`src/rtl/evr_timestamp_sequencer_pkg.sv`:
```
// Shared types and constants for the EVR timestamp sequencer.
// Event codes, FSM state encoding and datapath widths.
package evr_ts_pkg;

    localparam int TS_W     = 64;
    localparam int SEC_W    = 32;
    localparam int BITCNT_W = 6;

    localparam logic [7:0] EVT_SHIFT0  = 8'h70;
    localparam logic [7:0] EVT_SHIFT1  = 8'h71;
    localparam logic [7:0] EVT_SECONDS = 8'h7D;

    typedef enum logic [1:0] {
        UNSYNC   = 2'd0,
        SYNCED   = 2'd1,
        HOLDOVER = 2'd2
    } ts_state_e;

endpackage

```
`src/rtl/evr_timestamp_sequencer_if.sv`:
```
// Event/latch/timestamp bundle of the EVR timestamp sequencer.
// master: event source + latch requester; slave: the sequencer.
interface evr_timestamp_sequencer_if;
    import evr_ts_pkg::*;

    logic [7:0]      EventCode;
    logic            EventValid;
    logic            LatchReq;
    logic            LatchAck;
    logic [TS_W-1:0] LatchedTs;
    logic [TS_W-1:0] TimeStamp;
    logic            TsValid;
    logic            Holdover;
    logic            ShiftErr;
    logic            ErrClear;

    modport master (
        output EventCode, EventValid, LatchReq, ErrClear,
        input  LatchAck, LatchedTs, TimeStamp, TsValid, Holdover, ShiftErr
    );

    modport slave (
        input  EventCode, EventValid, LatchReq, ErrClear,
        output LatchAck, LatchedTs, TimeStamp, TsValid, Holdover, ShiftErr
    );

endinterface

```
`src/rtl/evr_ts_seconds_shifter.sv`:
```
// Serial seconds shifter: MSB-first bits from 0x70/0x71 events.
// Ports: i_shift/i_bit shift one bit, i_clear on commit; o_shreg, o_count_ok.
module evr_ts_seconds_shifter
    import evr_ts_pkg::*;
(
    input  logic             i_clk,
    input  logic             i_rst_n,
    input  logic             i_shift,
    input  logic             i_bit,
    input  logic             i_clear,
    output logic [SEC_W-1:0] o_shreg,
    output logic             o_count_ok
);

    localparam logic [BITCNT_W-1:0] CNT_FULL = BITCNT_W'(SEC_W);
    localparam logic [BITCNT_W-1:0] CNT_SAT  = BITCNT_W'(SEC_W + 1);

    logic [SEC_W-1:0]    r_shreg;
    logic [BITCNT_W-1:0] r_bitcnt;

    always_ff @(posedge i_clk or negedge i_rst_n) begin
        if (!i_rst_n) begin
            r_shreg  <= '0;
            r_bitcnt <= '0;
        end else if (i_clear) begin
            r_shreg  <= '0;
            r_bitcnt <= '0;
        end else if (i_shift) begin
            r_shreg <= {r_shreg[SEC_W-2:0], i_bit};
            // Saturate one past full so over-long loads stay invalid
            if (r_bitcnt != CNT_SAT)
                r_bitcnt <= r_bitcnt + 1'b1;
        end
    end

    assign o_shreg    = r_shreg;
    assign o_count_ok = (r_bitcnt == CNT_FULL);

endmodule

```
`src/rtl/evr_timestamp_sequencer.sv`:
```
// EVR 64-bit {seconds, fraction} timestamp sequencer with watchdog and latch.
// Ports: Clock, Reset (async active-low), bus (slave). Macro: EVR_TS_HOLDOVER_EN.
module evr_timestamp_sequencer
    import evr_ts_pkg::*;
#(
    parameter int unsigned CLK_PER_SEC = 119000000,
    parameter int unsigned WDOG_MARGIN = 1024
) (
    input  logic Clock,
    input  logic Reset,
    evr_timestamp_sequencer_if.slave bus
);

    localparam logic [31:0] WDOG_LIM = 32'(CLK_PER_SEC + WDOG_MARGIN - 1);
`ifdef EVR_TS_HOLDOVER_EN
    localparam logic [31:0] SEC_LIM  = 32'(CLK_PER_SEC - 1);
    localparam logic [31:0] WDOG_RST = 32'(WDOG_MARGIN);
`endif

    ts_state_e       r_state;
    logic [31:0]     r_sec;
    logic [31:0]     r_frac;
    logic            r_err;
    logic            r_ack;
    logic [TS_W-1:0] r_latched;

    logic             w_evt_shift;
    logic             w_evt_sec;
    logic             w_count_ok;
    logic [SEC_W-1:0] w_shreg;

    assign w_evt_shift = bus.EventValid &&
        (bus.EventCode == EVT_SHIFT0 || bus.EventCode == EVT_SHIFT1);
    assign w_evt_sec = bus.EventValid && (bus.EventCode == EVT_SECONDS);

    evr_ts_seconds_shifter u_shifter (
        .i_clk      (Clock),
        .i_rst_n    (Reset),
        .i_shift    (w_evt_shift),
        .i_bit      (bus.EventCode == EVT_SHIFT1),
        .i_clear    (w_evt_sec),
        .o_shreg    (w_shreg),
        .o_count_ok (w_count_ok)
    );

    always_ff @(posedge Clock or negedge Reset) begin
        if (!Reset) begin
            r_state   <= UNSYNC;
            r_sec     <= '0;
            r_frac    <= '0;
            r_err     <= 1'b0;
            r_ack     <= 1'b0;
            r_latched <= '0;
        end else begin
            if (w_evt_sec) begin
                r_frac <= '0;
                if (w_count_ok) begin
                    r_sec   <= w_shreg;
                    r_state <= SYNCED;
                end else if (r_state != UNSYNC) begin
                    r_sec <= r_sec + 32'd1;
                end
            end else if (r_state == SYNCED && r_frac == WDOG_LIM) begin
`ifdef EVR_TS_HOLDOVER_EN
                // Margin cycles already elapsed in the new second
                r_sec   <= r_sec + 32'd1;
                r_frac  <= WDOG_RST;
                r_state <= HOLDOVER;
`else
                r_sec   <= '0;
                r_frac  <= r_frac + 32'd1;
                r_state <= UNSYNC;
`endif
            end
`ifdef EVR_TS_HOLDOVER_EN
            else if (r_state == HOLDOVER && r_frac == SEC_LIM) begin
                r_sec  <= r_sec + 32'd1;
                r_frac <= '0;
            end
`endif
            else begin
                r_frac <= r_frac + 32'd1;
            end

            if (w_evt_sec && !w_count_ok)
                r_err <= 1'b1;
            else if (bus.ErrClear)
                r_err <= 1'b0;

            // Capture the pre-update value so a same-cycle event is excluded
            if (bus.LatchReq && !r_ack) begin
                r_latched <= {r_sec, r_frac};
                r_ack     <= 1'b1;
            end else if (!bus.LatchReq) begin
                r_ack <= 1'b0;
            end
        end
    end

    assign bus.TimeStamp = {r_sec, r_frac};
    assign bus.TsValid   = (r_state != UNSYNC);
`ifdef EVR_TS_HOLDOVER_EN
    assign bus.Holdover  = (r_state == HOLDOVER);
`else
    assign bus.Holdover  = 1'b0;
`endif
    assign bus.ShiftErr  = r_err;
    assign bus.LatchAck  = r_ack;
    assign bus.LatchedTs = r_latched;

endmodule

```
`src/flat_wrapper.sv`:
```
// flat-port wrapper written by rule: the top's interface ports become plain ports
module evr_timestamp_sequencer_flat import evr_ts_pkg::*;
#(
    parameter int unsigned CLK_PER_SEC = 119000000,
    parameter int unsigned WDOG_MARGIN = 1024
)
  (Clock, Reset, bus_EventCode, bus_EventValid, bus_LatchReq, bus_ErrClear, bus_LatchAck, bus_LatchedTs, bus_TimeStamp, bus_TsValid, bus_Holdover, bus_ShiftErr);
  evr_timestamp_sequencer_if bus_i ();
  input  logic Clock;
  input  logic Reset;
  input wire logic [$bits(bus_i.EventCode)-1:0] bus_EventCode;
  input wire logic [$bits(bus_i.EventValid)-1:0] bus_EventValid;
  input wire logic [$bits(bus_i.LatchReq)-1:0] bus_LatchReq;
  input wire logic [$bits(bus_i.ErrClear)-1:0] bus_ErrClear;
  output wire logic [$bits(bus_i.LatchAck)-1:0] bus_LatchAck;
  output wire logic [$bits(bus_i.LatchedTs)-1:0] bus_LatchedTs;
  output wire logic [$bits(bus_i.TimeStamp)-1:0] bus_TimeStamp;
  output wire logic [$bits(bus_i.TsValid)-1:0] bus_TsValid;
  output wire logic [$bits(bus_i.Holdover)-1:0] bus_Holdover;
  output wire logic [$bits(bus_i.ShiftErr)-1:0] bus_ShiftErr;
  assign bus_i.EventCode = bus_EventCode;
  assign bus_i.EventValid = bus_EventValid;
  assign bus_i.LatchReq = bus_LatchReq;
  assign bus_i.ErrClear = bus_ErrClear;
  assign bus_LatchAck = bus_i.LatchAck;
  assign bus_LatchedTs = bus_i.LatchedTs;
  assign bus_TimeStamp = bus_i.TimeStamp;
  assign bus_TsValid = bus_i.TsValid;
  assign bus_Holdover = bus_i.Holdover;
  assign bus_ShiftErr = bus_i.ShiftErr;
  evr_timestamp_sequencer #(.CLK_PER_SEC(CLK_PER_SEC), .WDOG_MARGIN(WDOG_MARGIN)) u_core (.Clock(Clock), .Reset(Reset), .bus(bus_i));
endmodule
```
`config.mk`:
```
export PLATFORM = sky130hd
export DESIGN_NAME = evr_timestamp_sequencer_flat
export DESIGN_NICKNAME = d
export VERILOG_FILES = /design/src/rtl/evr_timestamp_sequencer_pkg.sv /design/src/rtl/evr_timestamp_sequencer_if.sv /design/src/rtl/evr_ts_seconds_shifter.sv /design/src/rtl/evr_timestamp_sequencer.sv /design/src/flat_wrapper.sv
export SDC_FILE = /design/constraint.sdc
export NUM_CORES = 1
export LEC_CHECK = 0
export BUFFER_PORTS_ARGS = -buffer_cell sky130_fd_sc_hd__buf_2
export CAP_MARGIN = 10
export CORE_AREA = 2 2 145 147
export DETAILED_ROUTE_END_ITERATION = 16
export DIE_AREA = 0 0 147 149
export MAX_ROUTING_LAYER = met4
export PLACE_DENSITY = 0.65
export SYNTH_ARGS = -nofsm -noshare
export SYNTH_HDL_FRONTEND = slang
export SYNTH_SLANG_ARGS = --single-unit
```
`constraint.sdc`:
```
create_clock -name Clock -period 2.06 [get_ports Clock]
set_clock_uncertainty 0.15 [all_clocks]
set_input_delay 0.206 -clock Clock [delete_from_list [all_inputs] [get_ports Clock]]
set_output_delay 0.206 -clock Clock [all_outputs]
set_load 0.01 [all_outputs]
```
==> impl_metrics.json <==
{
  "power.share.combinational": 0.283,
  "synthCells": 743,
  "die_w_um": 147,
  "antenna_found_initial": 0,
  "cts_buffers": 17,
  "ys_warn_count": 0,
  "worst_path_largest_cell_delay_ps": 460,
  "final_core_util": 0.5386,
  "insertion_delay_ps": 430,
  "antenna_cells": 0,
  "drtIter0Drc": 612,
  "maxCapViolations": 0,
  "fin_crit_ps": 2248,
  "firstDrtPassIters": 6,
  "drc_errors": 0,
  "finalSetupTns_ps": -3816,
  "io_pins": 145,
  "finalMaxSlewViolations": 0,
  "violations": "negative setup slack",
  "place_hpwl_um": 16380,
  "yosysTopAreaCell": "dfrtp_1",
  "final_layout_size_suffix_gt1_frac": 0.4394,
  "dp.cells": 1236,
  "status": "finished, violations left",
  "fp.dieH_um": 149,
  "cp_slowest_cell": "or4_4",
  "crit_chain": "ha_2 -> and4_4 -> nand4_1 -> or4_4 -> buf_12 -> a222oi_1 -> a21oi_1",
  "ys.flop_type": "dfrtp_1",
  "clockPowerShare": 0.316,
  "cp_max_fo": 14,
  "via_count": 7218,
  "power.total_mw": 10.55,
  "pre_cts_ws_ps": -195.3,
  "hold_violations": 0,
  "power_leakage_nw": 4.944,
  "finalSetupViolations": 35,
  "portBuffers": 143,
  "grt_usage": 0.2210,
  "gr-total-overflow": 0,
  "peakVddDrop_v": 0.0005359,
  "drtAntennaViolNets": 0,
  "nFillCells": 1790,
  "coreArea_sq_um": 20560,
  "timing.fmax_mhz": 444.9,
  "instances_no_fill": 1281,
  "slew_headroom": 0.6331,
  "power.density_nw_per_um2": 952.6,
  "grt_first_pass_wirelength_um": 37270,
  "synthTopCellsByArea": "dfrtp_1, mux2_2, a22o_1",
  "end_kind": "register",
  "htree_levels": 4,
  "postPlaceCellArea_sq_um": 10010,
  "synth-seq-cells": 169,
  "hold_slack_ps": 77.79,
  "clock_path_buffers": 2,
  "seqPwrFrac": 0.401,
  "rows": 53,
  "grt_max_degree": 59,
  "initial_core_util": 0.3910,
  "yosysSeqAreaShare": 0.5262,
  "synth_area_sq_um": 8038,
  "gp_congestion": 0.8788,
  "syn-num-nets": 761,
  "synth-edff-count": 0,
  "fin_area_sq_um": 11070,
  "areaGrowthSynthToFinish_pct": 37.76,
  "viasPerCell": 5.635,
  "cp.required_ps": 2210,
  "p_sw_mw": 3.345,
  "start_kind": "register",
  "setup_slack_ps": -187.8,
  "cts_sinks": 169,
  "cts-root-buf": "clkbuf_16",
  "synthArstFlopShare": 1.000,
  "grt_pass1_vias": 6787,
  "synth.lib_cells_used.distinct": 64,
  "cts_tree": "done",
  "synthTopCellsByCount": "dfrtp_1, mux2_2, nand2_1, nor2_1, o21ai_0",
  "post_drt_wl_per_cell_um": 18.78,
  "path_class": "register to register",
  "worstPathArrival_ps": 2390,
  "clk_pin_slew_worst_paths_ps": 70,
  "yosysTopAreaCellShare": 0.5262,
  "finalWirelength_um": 24060,
  "die_area_sq_um": 21900,
  "p_sw_frac": 0.3171,
  "tightest_slew_ps": 545.3,
  "p_int_mw": 7.204,
  "fin_nets": 1011,
  "hold_class": "input pin to register",
  "post_synth.cell_area_avg_sq_um": 10.82,
  "yosysMostFrequentCell": "dfrtp_1",
  "fin_crit_sh": 1.091,
  "rsz0062_at_grt": "true"
}
==> power groups by stage <==
stage	logic, mW	registers (mW)	clock network, mW
2_1_floorplan	1.07	4.58	0
3_3_place_gp	2.80	4.21	0
3_5_place_dp	2.84	4.24	0
4_1_cts	2.90	4.19	3.38
5_1_grt	3.24	4.29	3.53
6_report	2.98	4.23	3.33
==> kinds of logic after synthesis <==
group / after synthesis / synth area share
compound gates: 175 / 0.1578
other cells: 1 / 0.0004666
buf+inv: 74 / 0.03814
simple gates: 240 / 0.1675
fa+ha+maj: 5 / 0.007783
flops: 169 / 0.5262
xor+xnor: 27 / 0.02942
mux: 52 / 0.07270
==> state kept, by name (all words and copies together) (netlist names) <==
name                       count
u_core.r_frac                 32
u_core.r_sec                  32
u_core.u_shifter.o_shreg      32
u_core.u_shifter.r_bitcnt      6
u_core.bus.LatchedTs          64
u_core.r_state                 1
u_core.bus.LatchAck            1
u_core.bus.ShiftErr            1
==> critical path: cells and delay by family, from the launching register on <==
family          cells  cell delay (ps)
buf+inv             1              170
compound gates      2              350
simple gates        3              850
flops               1              380
fa+ha+maj           1              190
==> worst paths after layout <==
check,start,endpoint,slack (ps),cells after the start
worst max-delay path,u_core.r_frac[1],u_core.r_sec[1],-190,7
worst min-delay path,bus_EventCode[1],u_core.u_shifter.o_shreg[0],80,4
worst max register to register,u_core.r_frac[1],u_core.r_sec[1],-190,7
worst min register to register,u_core.bus.LatchedTs[56],u_core.bus.LatchedTs[56],330,2
max in group asynchronous,Reset,u_core.r_frac[13],990,3
min in group asynchronous,Reset,u_core.r_sec[11],100,2
==> area by class of cell <==
cell class                 count  area [sq um]  share of cell area
sequential                   169          4247              0.3835
multi-input combinational    500          3807              0.3438
timing repair buffer         286          1999              0.1806
clock buffer                  21         460.4             0.04158
tap                          275         344.1             0.03107
clock inverter                11         143.9             0.01299
inverter                      19         71.32            0.006441
==> timing repair <==
item / in CTS / in global routing
resized for setup: 12 / 55
hold buffers: 4 / 0
pin swaps: 4 / 14
cloned: 0 / 2
endpoints found under the hold margin: 172 / 0
endpoints found under the setup margin: 33 / 38
setup buffers: 2 / 5
==> layer usage <==
layer | share of wire | vias up | global-route usage | wire length [um]
met5 | 0 | - | - | 0
met4 | 0.015 | 0 | 0.06587 | 367
met3 | 0.069 | 34 | 0.04006 | 1655
met2 | 0.46 | 306 | 0.3298 | 11090
met1 | 0.46 | 3582 | 0.3101 | 10950
li1 | - | 3296 | - | -
==> cells in the final DEF (no fill, tap or decap), types with 16 or more instances in the layout <==
cell / instances
dfrtp_1: 155
buf_2: 142
buf_4: 120
mux2_2: 51
nand2_1: 48
nor2_1: 39
a22o_1: 32
o21ai_0: 29
nand3_1: 22
nand4_1: 22
nor3_1: 22
inv_1: 19
clkbuf_16: 19
a21oi_1: 16
xnor2_1: 16
(Power assumes the default switching activity.)
